==> config.mk <==
export PLATFORM = sky130hd
export DESIGN_NAME = uart_mmio_master
export DESIGN_NICKNAME = d
export VERILOG_FILES = /design/src/rtl/uart_mmio_pkg.sv /design/src/rtl/uart_mmio_master.sv
export SDC_FILE = /design/constraint.sdc
export NUM_CORES = 1
export LEC_CHECK = 0
export BUFFER_PORTS_ARGS = -buffer_cell sky130_fd_sc_hd__buf_2
export CAP_MARGIN = 0
export CORE_MARGIN = 4
export CORE_UTILIZATION = 40
export DETAILED_ROUTE_END_ITERATION = 12
export GPL_TIMING_DRIVEN = 0
export PLACE_DENSITY = 0.73
export SYNTH_ARGS = -nofsm -noshare
export SYNTH_HDL_FRONTEND = slang
export SYNTH_SLANG_ARGS = --single-unit
==> constraint.sdc <==
create_clock -name clk -period 1.6 [get_ports clk]
set_input_delay 0.32 -clock clk [delete_from_list [all_inputs] [get_ports clk]]
set_output_delay 0.32 -clock clk [all_outputs]
set_load 0.03 [all_outputs]
==> src/rtl/uart_mmio_pkg.sv <==
// Shared definitions for the memory-mapped UART peripheral and its bus masters.
// Holds the register map, status bit indices, master FSM state encoding and
// the bus-drive payload with a helper that maps a state to its bus cycle.
package uart_mmio_pkg;

    localparam logic [31:0] ADDR_TX_DATA = 32'h4000_0018;
    localparam logic [31:0] ADDR_RX_DATA = 32'h4000_001C;
    localparam logic [31:0] ADDR_STATUS  = 32'h4000_0020;

    localparam int unsigned ST_TXDONE = 1;
    localparam int unsigned ST_RXRDY  = 2;
    localparam int unsigned ST_TXACT  = 3;

    typedef enum logic [1:0] {
        IDLE,
        STATUS,
        RXREAD,
        TXWRITE
    } uartMmioState_t;

    typedef struct packed {
        logic        memRead;
        logic        memWrite;
        logic        txReady;
        logic [31:0] address;
        logic [31:0] dataOut;
    } busDrive_t;

    // Bus cycle driven while the master sits in state s.
    function automatic busDrive_t busFor(uartMmioState_t s, logic [7:0] txByte);
        busDrive_t d;
        d = '0;
        case (s)
            STATUS: begin
                d.memRead = 1'b1;
                d.address = ADDR_STATUS;
            end
            RXREAD: begin
                d.memRead = 1'b1;
                d.address = ADDR_RX_DATA;
            end
            TXWRITE: begin
                d.memWrite = 1'b1;
                d.txReady  = 1'b1;
                d.address  = ADDR_TX_DATA;
                d.dataOut  = {24'h0, txByte};
            end
            default: d = '0;
        endcase
        return d;
    endfunction

endpackage

==> src/rtl/uart_mmio_master.sv <==
// Bus initiator for the memory-mapped UART: turns a byte valid/ready stream
// into TX-register writes and polled RX-register reads into an rx_valid pulse.
// Ports:
//   clk, rst                  clock, synchronous active-high reset
//   memRead, memWrite         peripheral strobes (never both high)
//   address, dataOut          peripheral address / write data
//   uartData                  combinational read data from the peripheral
//   tx_data, tx_valid         byte to send and its valid
//   tx_ready                  byte accepted this cycle
//   rx_data, rx_valid         received byte and its one-cycle valid
//   tx_busy                   a written byte has not yet reported done
//   tx_timeout                one-cycle pulse when the done wait is abandoned
module uart_mmio_master
    import uart_mmio_pkg::*;
#(
    parameter int unsigned POLL_GAP   = 16,
    parameter int unsigned TX_TIMEOUT = 200000
) (
    input  logic        clk,
    input  logic        rst,
    output logic        memRead,
    output logic        memWrite,
    output logic [31:0] address,
    output logic [31:0] dataOut,
    input  logic [31:0] uartData,
    input  logic [7:0]  tx_data,
    input  logic        tx_valid,
    output logic        tx_ready,
    output logic [7:0]  rx_data,
    output logic        rx_valid,
    output logic        tx_busy,
    output logic        tx_timeout
);

    localparam int unsigned GAP_W = $clog2(POLL_GAP) + 1;
    localparam int unsigned TO_W  = $clog2(TX_TIMEOUT) + 1;
    localparam logic [GAP_W-1:0] GAP_MAX = GAP_W'(POLL_GAP);
    localparam logic [TO_W-1:0]  TO_LAST = TO_W'(TX_TIMEOUT - 1);

    uartMmioState_t   state;
    busDrive_t        bus;
    logic [GAP_W-1:0] gapCnt;
    logic [TO_W-1:0]  toCnt;

    logic doneSeen;
    logic rxSeen;
    logic sendOk;
    logic unusedHighBits;

    // Status flags are only meaningful while the status register is on the bus.
    assign doneSeen = (state == STATUS) && uartData[ST_TXDONE];
    assign rxSeen   = (state == STATUS) && uartData[ST_RXRDY];

    // A byte may go out if nothing is outstanding once this sample's done is applied.
    assign sendOk = tx_valid && !(tx_busy && !doneSeen);

    // Upper read-data bits carry nothing this master uses.
    assign unusedHighBits = ^uartData[31:8];

    assign memRead  = bus.memRead;
    assign memWrite = bus.memWrite;
    assign tx_ready = bus.txReady;
    assign address  = bus.address;
    assign dataOut  = bus.dataOut;

    // Poll FSM, counters and TX ownership; bus outputs are loaded with the next state.
    always_ff @(posedge clk) begin
        if (rst) begin
            state      <= IDLE;
            bus        <= '0;
            rx_data    <= '0;
            rx_valid   <= 1'b0;
            tx_busy    <= 1'b0;
            tx_timeout <= 1'b0;
            gapCnt     <= '0;
            toCnt      <= '0;
        end else begin
            rx_valid   <= 1'b0;
            tx_timeout <= 1'b0;

            if (state == STATUS) begin
                gapCnt <= '0;
            end else if (gapCnt != GAP_MAX) begin
                gapCnt <= gapCnt + GAP_W'(1);
            end

            // Done beats timeout when both land on the same edge.
            if (state == TXWRITE) begin
                tx_busy <= 1'b1;
                toCnt   <= '0;
            end else if (tx_busy) begin
                if (doneSeen) begin
                    tx_busy <= 1'b0;
                    toCnt   <= '0;
                end else if (toCnt == TO_LAST) begin
                    tx_busy    <= 1'b0;
                    tx_timeout <= 1'b1;
                    toCnt      <= '0;
                end else begin
                    toCnt <= toCnt + TO_W'(1);
                end
            end

            case (state)
                IDLE: begin
                    if (tx_busy || (gapCnt == GAP_MAX) || sendOk) begin
                        state <= STATUS;
                        bus   <= busFor(STATUS, tx_data);
                    end else begin
                        state <= IDLE;
                        bus   <= busFor(IDLE, tx_data);
                    end
                end
                STATUS: begin
                    // RX wins; a waiting byte follows the RX read.
                    if (rxSeen) begin
                        state <= RXREAD;
                        bus   <= busFor(RXREAD, tx_data);
                    end else if (sendOk) begin
                        state <= TXWRITE;
                        bus   <= busFor(TXWRITE, tx_data);
                    end else begin
                        state <= IDLE;
                        bus   <= busFor(IDLE, tx_data);
                    end
                end
                RXREAD: begin
                    rx_data  <= uartData[7:0];
                    rx_valid <= 1'b1;
                    if (sendOk) begin
                        state <= TXWRITE;
                        bus   <= busFor(TXWRITE, tx_data);
                    end else begin
                        state <= IDLE;
                        bus   <= busFor(IDLE, tx_data);
                    end
                end
                TXWRITE: begin
                    state <= IDLE;
                    bus   <= busFor(IDLE, tx_data);
                end
                default: begin
                    state <= IDLE;
                    bus   <= '0;
                end
            endcase
        end
    end

endmodule

* Word-level counts from Yosys, hierarchy flattened
Cells that the tools add are included.
** Operators by class
- Add/sub/neg operators :: 2
- Equal/unequal tests :: 6
- Muxes and demuxes :: 16
- Bitwise gates (word level) :: 1
- Reductions and logical operators :: 12
** Operators with widths (count)
- 67-bit one-hot mux with 4 select lines :: 1
- 67-bit two-way mux :: 2
- 66-bit two-way mux :: 1
- 19-bit two-way mux :: 2
- 19-bit by 1-bit adder with 19-bit output, second input constant :: 1
- 19-bit by 18-bit == test with 1-bit output, second input constant :: 1
- 2-bit one-hot mux with 4 select lines :: 1
- 1-bit two-way mux :: 7
- 5-bit by 1-bit adder with 5-bit output, second input constant :: 1
- 5-bit == test, second input constant :: 1
- 5-bit inequality test, second input constant :: 1
- 2-bit == test, second input constant :: 2
- 1-bit logical AND :: 4
- 2-bit two-way mux :: 2
- 2-bit OR reduction :: 2
- 4-bit OR reduction :: 1
- 2-bit by 1-bit == test with 1-bit output, second input constant :: 1
- 1-bit zero test :: 2
- 2-bit zero test :: 1
- 1-bit logical OR :: 2
- 1-bit inverter :: 1
** Storage, ports and cells
- Flip-flop bits (word level) :: 104
- Input port bits :: 43
- Output and inout port bits :: 78

* Depth between registers and ports, before layout
- Depth after elaboration :: 9
- Depth in mapped cells :: 7

* Worst setup path before layout
Ideal clock, no wire load.
- Kind :: reg-to-reg
- Start :: register toCnt[0]
- End :: register toCnt[18]
- Data arrival time :: 1533 ps
- Path slack :: -47 ps
- Cell stages (with the launch flop) :: 7
- Buffers on the path :: 0
- Period minus slack after synthesis :: 1647 ps
- Path through :: dfxtp_1 ha_1 nand3_2 nor3_2 nand4_1 a31o_1 a21o_1
** On the way
- Cells in the longest elaborated chain, start to end :: 3
- Elaborated cells between the ends (all ways) :: 4
** Ends and longest elaborated chain
- start, declared :: RTL line uart_mmio_master.sv:43 : logic [TO_W-1:0] toCnt;
- start signal, assigned :: RTL line uart_mmio_master.sv:100 : toCnt <= toCnt + TO_W'(1);
- 19-bit by 1-bit adder with 19-bit output or 19-bit by 18-bit == test with 1-bit output (tied branches) :: RTL line uart_mmio_master.sv:100, uart_mmio_master.sv:95
- 19-bit two-way mux * :: RTL line uart_mmio_master.sv:95 : end else if (toCnt == TO_LAST) begin
- 19-bit two-way mux * :: RTL line uart_mmio_master.sv:92 : if (doneSeen) begin
Mark *: on every way between the ends. The rest lies on a longest branch, timed or not.
A chain may end at the register's enable or synchronous reset.

* Final worst setup path
- Start :: register toCnt[9]
- End :: register toCnt[10]
The elaborated chain is that of the path after synthesis.

==> impl_metrics.env <==
export IMPL_status="completed"
export IMPL_path_cells="nor4_4 > and4b_2 > nand3_4 > buf_4 > a31oi_1 > a21oi_1"
export IMPL_synthTopCellsByArea="dfxtp_1 38%, buf_4 16%, nand2_1 5.8%, nand3_1 3.4%, a21oi_1 2.1%"
export IMPL_drive_gt1_frac=0.396
export IMPL_required_ns=1.79
export IMPL_synth_async_reset_ratio=0
export IMPL_vias_per_cell=4.53
export IMPL_dpl_hpwl_um=4120
export IMPL_multi_input_area_um2=1460
export IMPL_grt_pass1_vias=2003
export IMPL_cts_buffers=5
export IMPL_stdcell_count=491
export IMPL_dp_cells=476
export IMPL_initial_core_util=0.413
export IMPL_critPathMaxFanout=6
export IMPL_swShare=0.282
export IMPL_ys_warn_count=0
export IMPL_combPwrFrac=0.183
export IMPL_crit_path_end="toCnt[10]"
export IMPL_routabilityCongestion=0.852
export IMPL_synth_distinct_cells=53
export IMPL_maxCapViolations=0
export IMPL_hp_class="input pin to flip-flop"
export IMPL_power_frac_seq=0.450
export IMPL_cts_hold_buf=0
export IMPL_startpoint="toCnt[9]"
export IMPL_yosysMostFrequentCell="buf_4"
export IMPL_post_drt_wl_per_cell_um=11.7
export IMPL_cp_arrival_ns=1.79
export IMPL_vdd_ir_drop_worst_uv=599
export IMPL_syn_area_um2=2640
export IMPL_crit_buf_inv=1
export IMPL_rsz0062_at_grt="true"
export IMPL_antenna_found_initial=0
export IMPL_first_pass_iters=4
export IMPL_netSwitchingPower_w=0.000821
export IMPL_nFillCells=582
export IMPL_totalPowerFinal_w=0.00291
export IMPL_grt_util_all_layers=0.137
export IMPL_slowest_stage="dfxtp_4"
export IMPL_root_buffer="clkbuf_8"
export IMPL_drcViolationCount=0
export IMPL_fp_dieW_um=89.2
export IMPL_synth_enable_flop_cells=0
export IMPL_ant_nets=0
export IMPL_cts_max_level=2
export IMPL_via_count=2223
export IMPL_path_class="flip-flop to flip-flop"
export IMPL_register_area_um2=1030
export IMPL_core_area_um2=6390
export IMPL_clkLatencyLatePin_ns=0.30
export IMPL_cts_tree="done"
export IMPL_reg2reg_from="toCnt[9]"
export IMPL_synth_flop_cell="dfxtp_1"
export IMPL_synth_top_area_cell="dfxtp_1"
export IMPL_rr_worst_depth=6
export IMPL_grt_pass1_wl_um=8710
export IMPL_synth_top_area_frac=0.380
export IMPL_area_growth_pct=32.7
export IMPL_cts_clk_slew_worst_paths_ns=0.10
export IMPL_fin_nets=459
export IMPL_synthCells=305
export IMPL_dieArea_um2=7950
export IMPL_finalHoldViolCount=0
export IMPL_finalSetupViolations=0
export IMPL_diodes=0
export IMPL_critPathTopFamily="simple AND/OR/NAND/NOR gates"
export IMPL_fmax_mhz=628
export IMPL_drt_total_wl_um=5730
export IMPL_clkPwrFrac=0.366
export IMPL_num_io_pins=121
export IMPL_fin_skew_ns=0.0105
export IMPL_p_leak_nw=1.64
export IMPL_cpPeakStageDelay_ns=0.39
export IMPL_avgSynthCellArea_um2=8.64
export IMPL_slew_violations=0
export IMPL_rrSetupSlack_ns=0.008
export IMPL_clock_sinks=50
export IMPL_critPathCaptureType="flip-flop"
export IMPL_die_h_um=89.2
export IMPL_drt_initial_drc_count=149
export IMPL_netlist_top_cells_count="55 x buf_4, 50 x dfxtp_1, 41 x nand2_1, 18 x nand3_1, 12 x nor2_1"
export IMPL_clockBufferDepth=2
export IMPL_ys_ff_latch=50
export IMPL_internal_power_w=0.00209
export IMPL_fin_crit_ns=1.59
export IMPL_power_density_nw_per_um2=833
export IMPL_cp_depth=6
export IMPL_yosysSeqAreaShare=0.380
export IMPL_start_kind="flip-flop"
export IMPL_grt_ovfl_total=0
export IMPL_io_buffer_count=44
export IMPL_fin_crit_sh=0.995
export IMPL_hold_depth=2
export IMPL_rows=29
export IMPL_rr_endpoint="toCnt[10]"
export IMPL_grt_max_degree=17
## timing repair
action                                  4_1_cts  5_1_grt
cloned                                        0        1
endpoints found under the setup margin       27       27
setup buffers                                 2        4
resized for setup                            18       24
pin swaps                                     3        9
## placed cells by master (no fill, tap or decap), types with 5 or more instances in the layout
cell type	instances
mux2i_1	5
buf_2	48
dfxtp_4	5
nor2_1	11
nand3_1	18
and2_1	8
clkbuf_8	6
a31oi_1	8
o21ai_0	6
conb_1	51
nand2b_1	7
nand2_1	41
a21oi_1	11
buf_4	62
dfxtp_2	11
dfxtp_1	34
inv_1	9
## final cells by class
type	instances	area share
flip-flops and latches	50	0.296
multi-input cells	233	0.417
plain buffers	63	0.133
repair buffers	51	0.0780
clock inverters	3	0.0197
well taps	77	0.0275
clock buffers	5	0.0197
inverters	9	0.00966
## registers in the layout (all words and copies together), names as in the netlist, 4 cells and up
signal / cells
toCnt: 19
dataOut: 8
gapCnt: 5
address: 4
rx_data: 8
## per-stage QoR
step                      utilization  setup slack, ns  area (um2)  hold slack [ns]  TNS (ns)
final                           0.548          0.00798        3500            0.206         0
after global routing            0.548          -0.0463        3500            0.208    -0.146
after CTS                       0.528         -0.00872        3370            0.199  -0.00912
after detailed placement        0.493           -0.189        3150            0.448     -1.92
after global placement          0.493           -0.149        3150            0.439     -1.51
after floorplan                     -           0.0502        2830            0.442         0
## worst min-delay path by stage
stage,startpoint,end,slack [ns]
5_1_grt,tx_data[7],dataOut[7],0.21
3_3_place_gp,rx_data[0],rx_data[0],0.44
6_report,tx_data[6],dataOut[6],0.21
3_5_place_dp,rx_data[3],rx_data[3],0.45
2_1_floorplan,tx_data[0],dataOut[0],0.44
4_1_cts,tx_data[1],dataOut[1],0.20
## power by group through the flow
stage                     clock network [W]  registers, W  logic, W
after detailed placement                  0       0.00134  0.000514
after floorplan                           0       0.00139  0.000379
final                               0.00107       0.00131  0.000534
after CTS                           0.00108       0.00131  0.000521
after global placement                    0       0.00134  0.000507
after global routing                0.00113       0.00132  0.000577
## logic make-up (layout without fill, tap and decap cells)
group                    count (synthesis)  after routing  share of synthesized area
multiplexers                             5              5                     0.0190
buffers and inverters                   72            131                      0.189
other                                    1             51                    0.00142
XOR/XNOR                                 7              7                     0.0233
AND/OR/NAND/NOR                        130            130                      0.288
AO/OA/AOI/OAI                           37             37                     0.0850
adder cells (fa/ha/maj)                  3              3                     0.0142
flip-flops                              50             50                      0.380
## layer usage
| metal | wire length, um | GRT usage | vias to the layer above |
|---|---|---|---|
| li1 | - | - | 1146 |
| met3 | 438 | 0.0415 | 6 |
| met5 | 0 | 0 | - |
| met4 | 53 | 0.0555 | 0 |
| met1 | 2340 | 0.157 | 999 |
| met2 | 2890 | 0.236 | 72 |
Note: power is estimated with default switching activity, not from simulation.
